[src/rtl/sccb_slave_regs_if.sv]
// rtl/sccb_slave_regs_if.sv - SCCB bus bundle: clock, resolved data line and slave pull-down enable
// siod_in is the wired-AND of all open-drain drivers, pull-up included.
interface sccb_slave_regs_if;
    logic sioc;
    logic siod_in;
    logic siod_oe;

    modport master (output sioc, output siod_in, input siod_oe);
    modport slave  (input sioc, input siod_in, output siod_oe);
endinterface

[src/rtl/sccb_slave_regs.sv]
// rtl/sccb_slave_regs.sv - SCCB responder with a 256x8 register file and local host read port
// Define SCCB_SLV_AUTOINC_EN to auto-increment the sub-address on multi-byte transfers.
module sccb_slave_regs #(
    parameter logic [7:0]  DEV_ID   = 8'h42,
    parameter int unsigned HOLD_CYC = 16
) (
    input  logic             clk,
    input  logic             rst,
    sccb_slave_regs_if.slave bus,
    input  logic [7:0]       host_addr_i,
    output logic [7:0]       host_data_o,
    output logic             wr_stb_o,
    output logic [7:0]       wr_addr_o,
    output logic [7:0]       wr_data_o,
    output logic             rd_stb_o,
    output logic             busy_o
);
    typedef enum logic [3:0] {
        S_IDLE, S_ID, S_ID_ACK, S_ADDR, S_ADDR_ACK,
        S_WDATA, S_WDATA_ACK, S_RDATA, S_RDATA_ACK, S_WAIT_STOP
    } state_t;

    localparam logic [7:0] HOLD_LD = 8'(HOLD_CYC);

    state_t     state_q;
    logic [1:0] sioc_sync_q, siod_sync_q;
    logic       sioc_prev_q, siod_prev_q;
    logic [2:0] cnt_q;
    logic [6:0] shift_q;
    logic [7:0] sub_addr_q, rbyte_q, hold_q;
    logic       rw_q, oe_q, wr_stb_q, rd_stb_q, busy_q;
    logic [7:0] wr_addr_q, wr_data_q;
    logic [7:0] regs_q [256];

    logic       sioc_s, siod_s, sioc_rise, sioc_fall, start_det, stop_det, drive_d;
    logic [7:0] byte_d, next_addr_d;

    assign sioc_s    = sioc_sync_q[1];
    assign siod_s    = siod_sync_q[1];
    assign sioc_rise = sioc_s & ~sioc_prev_q;
    assign sioc_fall = ~sioc_s & sioc_prev_q;
    // SIOC must be steadily high across the sample, so a coincident SIOC edge wins.
    assign start_det = sioc_s & sioc_prev_q & siod_prev_q & ~siod_s;
    assign stop_det  = sioc_s & sioc_prev_q & ~siod_prev_q & siod_s;
    assign byte_d    = {shift_q, siod_s};

`ifdef SCCB_SLV_AUTOINC_EN
    assign next_addr_d = sub_addr_q + 8'd1;
`else
    assign next_addr_d = sub_addr_q;
`endif

    // Line level to present once the hold time after a SIOC fall has elapsed.
    always_comb begin
        drive_d = 1'b0;
        case (state_q)
            S_ID_ACK, S_ADDR_ACK, S_WDATA_ACK: drive_d = 1'b1;
            S_RDATA:                           drive_d = ~rbyte_q[3'd7 - cnt_q];
            default:                           drive_d = 1'b0;
        endcase
    end

    always_ff @(posedge clk or posedge rst) begin
        if (rst) begin
            state_q     <= S_IDLE;
            sioc_sync_q <= 2'b11;
            siod_sync_q <= 2'b11;
            sioc_prev_q <= 1'b1;
            siod_prev_q <= 1'b1;
            cnt_q       <= '0;
            shift_q     <= '0;
            sub_addr_q  <= '0;
            rbyte_q     <= '0;
            hold_q      <= '0;
            rw_q        <= 1'b0;
            oe_q        <= 1'b0;
            wr_stb_q    <= 1'b0;
            rd_stb_q    <= 1'b0;
            busy_q      <= 1'b0;
            wr_addr_q   <= '0;
            wr_data_q   <= '0;
            for (int i = 0; i < 256; i++) regs_q[i] <= '0;
        end else begin
            sioc_sync_q <= {sioc_sync_q[0], bus.sioc};
            siod_sync_q <= {siod_sync_q[0], bus.siod_in};
            sioc_prev_q <= sioc_s;
            siod_prev_q <= siod_s;
            wr_stb_q    <= 1'b0;
            rd_stb_q    <= 1'b0;
            if (start_det) begin
                state_q <= S_ID;
                cnt_q   <= '0;
                oe_q    <= 1'b0;
                hold_q  <= '0;
                busy_q  <= 1'b1;
            end else if (stop_det) begin
                state_q <= S_IDLE;
                oe_q    <= 1'b0;
                hold_q  <= '0;
                busy_q  <= 1'b0;
            end else begin
                if (sioc_fall) begin
                    hold_q <= HOLD_LD;
                end else if (hold_q != 8'd0) begin
                    hold_q <= hold_q - 8'd1;
                    if (hold_q == 8'd1) oe_q <= drive_d;
                end
                if (sioc_rise) begin
                    case (state_q)
                        S_ID: begin
                            shift_q <= byte_d[6:0];
                            cnt_q   <= cnt_q + 3'd1;
                            if (cnt_q == 3'd7) begin
                                rw_q    <= byte_d[0];
                                state_q <= (byte_d[7:1] == DEV_ID[7:1]) ? S_ID_ACK : S_WAIT_STOP;
                            end
                        end
                        S_ID_ACK: begin
                            if (rw_q) begin
                                state_q  <= S_RDATA;
                                rbyte_q  <= regs_q[sub_addr_q];
                                rd_stb_q <= 1'b1;
                            end else begin
                                state_q <= S_ADDR;
                            end
                        end
                        S_ADDR: begin
                            shift_q <= byte_d[6:0];
                            cnt_q   <= cnt_q + 3'd1;
                            if (cnt_q == 3'd7) begin
                                sub_addr_q <= byte_d;
                                state_q    <= S_ADDR_ACK;
                            end
                        end
                        S_ADDR_ACK, S_WDATA_ACK: state_q <= S_WDATA;
                        S_WDATA: begin
                            shift_q <= byte_d[6:0];
                            cnt_q   <= cnt_q + 3'd1;
                            if (cnt_q == 3'd7) begin
                                regs_q[sub_addr_q] <= byte_d;
                                wr_stb_q   <= 1'b1;
                                wr_addr_q  <= sub_addr_q;
                                wr_data_q  <= byte_d;
                                sub_addr_q <= next_addr_d;
                                state_q    <= S_WDATA_ACK;
                            end
                        end
                        S_RDATA: begin
                            cnt_q <= cnt_q + 3'd1;
                            if (cnt_q == 3'd7) state_q <= S_RDATA_ACK;
                        end
                        S_RDATA_ACK: begin
                            if (siod_s) begin
                                state_q <= S_WAIT_STOP;
                            end else begin
                                state_q    <= S_RDATA;
                                rbyte_q    <= regs_q[next_addr_d];
                                sub_addr_q <= next_addr_d;
                                rd_stb_q   <= 1'b1;
                            end
                        end
                        default: ;
                    endcase
                end
            end
        end
    end

    assign bus.siod_oe = oe_q;
    assign host_data_o = regs_q[host_addr_i];
    assign wr_stb_o    = wr_stb_q;
    assign wr_addr_o   = wr_addr_q;
    assign wr_data_o   = wr_data_q;
    assign rd_stb_o    = rd_stb_q;
    assign busy_o      = busy_q;
endmodule

[src/flat_wrapper.sv]
// flat-port wrapper written by rule: the top's interface ports become plain ports
module sccb_slave_regs_flat 
#(
    parameter logic [7:0]  DEV_ID   = 8'h42,
    parameter int unsigned HOLD_CYC = 16
)
  (clk, rst, host_addr_i, host_data_o, wr_stb_o, wr_addr_o, wr_data_o, rd_stb_o, busy_o, bus_sioc, bus_siod_in, bus_siod_oe);
  sccb_slave_regs_if bus_i ();
  input  logic clk;
  input  logic rst;
  input  logic [7:0] host_addr_i;
  output logic [7:0] host_data_o;
  output logic wr_stb_o;
  output logic [7:0] wr_addr_o;
  output logic [7:0] wr_data_o;
  output logic rd_stb_o;
  output logic busy_o;
  input wire logic [$bits(bus_i.sioc)-1:0] bus_sioc;
  input wire logic [$bits(bus_i.siod_in)-1:0] bus_siod_in;
  output wire logic [$bits(bus_i.siod_oe)-1:0] bus_siod_oe;
  assign bus_i.sioc = bus_sioc;
  assign bus_i.siod_in = bus_siod_in;
  assign bus_siod_oe = bus_i.siod_oe;
  sccb_slave_regs #(.DEV_ID(DEV_ID), .HOLD_CYC(HOLD_CYC)) u_core (.clk(clk), .rst(rst), .bus(bus_i), .host_addr_i(host_addr_i), .host_data_o(host_data_o), .wr_stb_o(wr_stb_o), .wr_addr_o(wr_addr_o), .wr_data_o(wr_data_o), .rd_stb_o(rd_stb_o), .busy_o(busy_o));
endmodule
[config.mk]
export PLATFORM = sky130hd
export DESIGN_NAME = sccb_slave_regs_flat
export DESIGN_NICKNAME = d
export VERILOG_FILES = /design/src/rtl/sccb_slave_regs_if.sv /design/src/rtl/sccb_slave_regs.sv /design/src/flat_wrapper.sv
export SDC_FILE = /design/constraint.sdc
export NUM_CORES = 2
export LEC_CHECK = 0
export BUFFER_PORTS_ARGS = -buffer_cell sky130_fd_sc_hd__buf_2
export CAP_MARGIN = 20
export CORE_ASPECT_RATIO = 1.75
export CORE_MARGIN = 2
export CORE_UTILIZATION = 60
export CTS_CLUSTER_DIAMETER = 80
export DETAILED_ROUTE_END_ITERATION = 8
export GPL_ROUTABILITY_DRIVEN = 0
export PLACE_DENSITY = 0.76
export SYNTH_ARGS = -nofsm -noshare
export SYNTH_HDL_FRONTEND = slang
export SYNTH_SLANG_ARGS = --single-unit
export TNS_END_PERCENT = 100
[constraint.sdc]
create_clock -name clk -period 115.6 [get_ports clk]
set_input_delay 11.56 -clock clk [delete_from_list [all_inputs] [get_ports clk]]
set_output_delay 11.56 -clock clk [all_outputs]
set_load 0.02 [all_outputs]
Word level (Yosys, flattened, before mapping)
Cells that the tools add are included.
{"block": "classes", "reduce_logical": 23, "n_lt_le_gt_ge": 4, "addsub": 3, "muxes": 52, "bitwise_logic": 16, "n_eq_ne": 19}
{"operator": "2048-bit bitwise mux", "count": 1}
{"operator": "8-bit binary-select mux with 8-bit select", "count": 2}
{"operator": "8-bit two-way mux", "count": 11}
{"operator": "8-bit demux with 8-bit select", "count": 1}
{"operator": "4-bit two-way mux", "count": 9}
{"operator": "4-bit one-hot mux with 7 select lines", "count": 1}
{"operator": "9-bit greater-or-equal comparator, second input constant", "count": 2}
{"operator": "1-bit two-way mux", "count": 18}
{"operator": "8-bit inverter with 9-bit output", "count": 2}
{"operator": "4-bit by 3-bit equality test with 1-bit output, second input constant", "count": 4}
{"operator": "4-bit by 1-bit inequality test with 1-bit output, second input constant", "count": 4}
{"operator": "8-bit one-hot mux with 2 select lines", "count": 1}
{"operator": "3-bit two-way mux", "count": 5}
{"operator": "5-bit AND reduction", "count": 3}
{"operator": "6-bit AND reduction", "count": 2}
{"operator": "9-bit by 1-bit less-than comparator with 1-bit output, second input constant", "count": 1}
{"operator": "3-bit nonzero test", "count": 3}
{"operator": "9-bit nonzero test", "count": 1}
{"operator": "4-bit by 2-bit equality test with 1-bit output, second input constant", "count": 2}
{"operator": "8-bit by 1-bit equality test with 1-bit output, second input constant", "count": 1}
{"operator": "2-bit nonzero test", "count": 4}
{"operator": "8-bit nonzero test", "count": 1}
{"operator": "8-bit by 1-bit subtractor with 8-bit output, second input constant", "count": 1}
{"operator": "1-bit AND", "count": 7}
{"operator": "20 further kinds", "count": 30}
{"block": "word_totals", "word_cells": 390, "inputBits": 12, "reg_bits": 2113}

Longest topological paths before layout
{"block": "logic_depth", "ltp_word": 10, "ltp_mapped": 12, "depth_no_buf": 8}

Least setup slack after synthesis
Ideal clock, no wire load.
{"block": "synth_timing", "path_kind": "in2out", "startpoint": "in host_addr_i[1]", "endpoint": "out host_data_o[4]", "slack_ps": 89921, "arrival_ps": 14119, "path_stages": 9, "path_cell_list": "buf_2 -> buf_2 -> buf_2 -> clkbuf_1 -> mux4_2 -> mux2i_1 -> o22ai_1 -> o31ai_1 -> a2111oi_0"}
{"block": "synth_between", "elab_chain_len": 4}
{"element": "start: declaration", "line": "flat_wrapper.sv:11", "text": "input logic [7:0] host_addr_i;"}
{"element": "8-bit inverter with 9-bit output (not written as such)", "line": "sccb_slave_regs.sv:170", "text": "assign host_data_o = regs_q[host_addr_i];"}
{"element": "8-bit binary-select mux with 8-bit select", "line": "sccb_slave_regs.sv:170"}
{"element": "8-bit two-way mux (not written as such) (2 in series)", "line": "sccb_slave_regs.sv:170"}
{"element": "end: declaration", "line": "flat_wrapper.sv:12", "text": "output logic [7:0] host_data_o;"}
No other way between the ends. The select of a mux whose other input is x is not followed.

Final worst setup path
{"block": "layout_timing", "startpoint": "in host_addr_i[1]", "endpoint": "out host_data_o[7]"}
The elaborated chain is that of the path after synthesis.

==> flow_summary_export.csv <==
group,metric,value,unit
grt,antenna_found_initial,38,
detailed_routing,drc,0,
timing,timing.final.ws_setup,86.82,ns
yosys,syn_nets,7339,
detailed_routing,drt_wl_total,382000,um
placed_design,dp_worst_setup_slack,87.16,ns
yosys,syn_inst,7322,
clock_network,worstSkewPairLatency,0.90,ns
clock_network,hold_buffers,0,
yosys,synth_top_cells_by_area,"dfrtp_1, mux4_2, mux2_2",
worst_setup_path,cp_num_buf_inv,5,
clock_network,ctsLongestPathBuffers,4,
worst_hold_path,hp-class,"flop to flop",
detailed_routing,post_drt_wl_per_cell,39.1,um
worst_setup_path,worstSetupPathType,"input port to output pin",
grt,grt_max_degree,171,
finish,final_common_cell,"mux2_2",
detailed_routing,drt_first_pass_iters,6,
finish,syn2layout_area_growth,7.83,%
clock_network,cts_resized,0,
outcome,violations,"max-capacitance violations, max-slew violations",
worst_setup_path,path_delay_family,"compound AO/OA/AOI/OAI gates",
grt,grt_pass1_vias,75700,
die,design.core.area,190000,sq um
grt,track_usage,40.0,%
outcome,run_status,"complete, but fails checks",
timing,hold_ws,0.359,ns
finish,final_cell_mix,"mux2_2, dfrtp_1, mux4_2, mux2i_1, clkbuf_16",
detailed_routing,vias_per_cell,7.53,
timing,setup_viol,0,
timing,worst_pin_slew,1.58,ns
yosys,yosysSeqAreaShare,46.2,%
die,pin_count,40,
power_and_ir_drop,powerDensity,13.0,nW/um^2
detailed_routing,ant_nets,0,
yosys,synth_area,114000,sq um
worst_setup_path,cp.arrival,17.22,ns
worst_setup_path,cp-start-kind,"input port",
worst_setup_path,crit_required,104.04,ns
placed_design,port_buffers,39,
clock_network,htreeDepth,4,
yosys,ys_async_sr_fraction,100,%
clock_network,worst_setup_hold_path_clk_slew,0.06,ns
detailed_routing,drt_iter0_drc,8373,
worst_setup_path,slowest_stage,"a2111oi_1",
die,dieWidth,334,um
yosys,synth_cell_type_count,74,
clock_network,clock_sinks,2113,
clock_network,root_buffer,"clkbuf_16",
timing,clock_skew,0.0623,ns
timing,hold_violations,0,
yosys,syn_area_per_cell,15.6,sq um
worst_setup_path,endpoint_kind,"output pin",
worst_setup_path,crit_chain,"buf_8 > buf_12 > buf_4 > mux4_2 > mux2i_1 > o22ai_1 > nor3_1 > a21oi_1 > nand3_1 > a2111oi_1 > buf_4 > buf_2",
placed_design,place_area,117000,sq um
yosys,ys_warn_count,0,
finish,nFillCells,13200,
timing,rsz0062_at_grt,"false",
placed_design,dp.final_hpwl,251000,um
clock_network,cts_setup_buffers,0,
yosys,synth_top_area_share,46.1,%
die,fp-row-count,212,
worst_setup_path,cp_max_fo,99,
yosys,synth_edf_count,0,
timing,slew_headroom,-5.33,%
power_and_ir_drop,worst_ir_drop_vdd,14.6,uV
finish,final_area,123000,sq um
timing,fin_crit_sh,24.9,%
timing,fmax,34.7,MHz
grt,grt_first_pass_wirelength,555000,um
die,initial_utilization,60.2,%
yosys,synthFlopType,"dfrtp_1",
clock_network,cts_tree,"yes",
yosys,ys_seq_elements,2113,
detailed_routing,vias,73500,
yosys,yosys.area.top_type,"dfrtp_1",
finish,drive_above_1_share,55.1,%
timing,finalSetupTns,0,ns
grt,grt-ovfl-total,0,
finish,nNetsFinal,7135,
worst_setup_path,slowest_delay,1.04,ns
power_and_ir_drop,power_leakage,56.0,nW
worst_setup_path,crit_top_cell,"buf_4",
die,die_area,194000,sq um
timing,final_max_slew_viol_count,2,
clock_network,cts_buffers,202,
run,drv_cap,1,
power_and_ir_drop,power,1.60,mW
timing,final.min_clock_period,28.78,ns
die,die-height,582,um
-- report_power, final --
group	total [mW]	leakage (nW)	internal, mW	switching [mW]
Sequential	0.768	29.5	0.743	0.0244
Clock	0.680	3.23	0.383	0.297
Combinational	0.156	23.3	0.0276	0.129
-- worst reg2reg max path: cells and delay by family (launching register included) --
| family | cells | cell delay (ns) |
|---|---|---|
| buf+inv | 4 | 2.80 |
| compound gates | 4 | 2.19 |
| mux | 1 | 0.63 |
| flops | 1 | 0.74 |
| simple gates | 1 | 0.11 |
-- area by class of cell --
| class | instances | area [sq um] | share of cell area, % |
|---|---|---|---|
| Multi-Input combinational cell | 4554 | 58700 | 47.6 |
| Sequential cell | 2113 | 52900 | 42.9 |
| Clock buffer | 322 | 6110 | 4.95 |
| Tap cell | 2461 | 3080 | 2.50 |
| Timing Repair Buffer | 235 | 1960 | 1.58 |
| Clock inverter | 37 | 457 | 0.370 |
| Antenna cell | 28 | 70.1 | 0.0568 |
| Inverter | 12 | 62.6 | 0.0507 |
-- kinds of logic after synthesis --
kind of cell / count (synthesis) / share of synthesized area [%]
xor+xnor: 9 / 0.0689
simple gates: 644 / 4.30
flops: 2113 / 46.2
mux: 3494 / 44.4
fa+ha+maj: 5 / 0.0547
buf+inv: 655 / 2.59
compound gates: 402 / 2.39
-- layer usage --
layer	part of all wire [%]	vias to the layer above	global-route usage [%]
met1	33	39300	47.2
met2	46	4572	60.0
met4	11	14	35.9
met5	0.031	-	0.375
li1	-	28100	-
met3	9.4	1584	10.8
-- path summary, 6_finish.rpt --
kind / to / slack [ns] / startpoint / cells past startpoint
worst max register to register: u_core.rbyte_q[6]$_DFFE_PP0P_ / 109.04 / u_core.next_addr_d[1]$_DFFE_PP0P_ / 10
min in group asynchronous: u_core.regs_q[1286]$_DFFE_PP0P_ / 10.89 / rst / 2
worst min register to register: u_core.siod_sync_q[1]$_DFF_PP1_ / 0.36 / u_core.siod_sync_q[0]$_DFF_PP1_ / 0
max in group asynchronous: u_core.regs_q[1955]$_DFFE_PP0P_ / 98.30 / rst / 11
worst min-delay path: u_core.siod_sync_q[1]$_DFF_PP1_ / 0.36 / u_core.siod_sync_q[0]$_DFF_PP1_ / 0
worst max-delay path: host_data_o[7] / 86.82 / host_addr_i[1] / 12
-- registers in the layout, summed over array words and instances (netlist names), 2 cells and up --
signal	count
u_core.shift_q	7
u_core.sioc_sync_q	2
u_core.wr_data_o	8
u_core.rbyte_q	8
u_core.hold_q	8
u_core.regs_q	2048
u_core.siod_sync_q	2
u_core.state_q	4
u_core.wr_addr_o	8
u_core.next_addr_d	8
u_core.cnt_q	3
-- synthesized netlist by cell type (all sizes together), types with 11 or more instances --
cell	n
nand2	125
o22ai	131
nand3	47
a21oi	42
nor3	26
a211oi	16
a2111oi	11
nor4	11
nor2	328
dfrtp	2107
or3	12
inv	12
buf	305
o21ai	47
clkbuf	338
nor2b	17
mux2i	301
mux2	2143
a32oi	13
mux4	1050
a22oi	67
-- stage by stage --
| stage | instances | util [%] |
|---|---|---|
| 6_report | 9762 | 64.9 |
| 5_1_grt | 9736 | 64.8 |
| 4_1_cts | 9721 | 64.7 |
| 3_5_place_dp | 9362 | 61.3 |
| 3_3_place_gp | 9355 | 61.2 |
| 2_1_floorplan | 7322 | - |
Note: power is estimated with default switching activity, not from simulation.
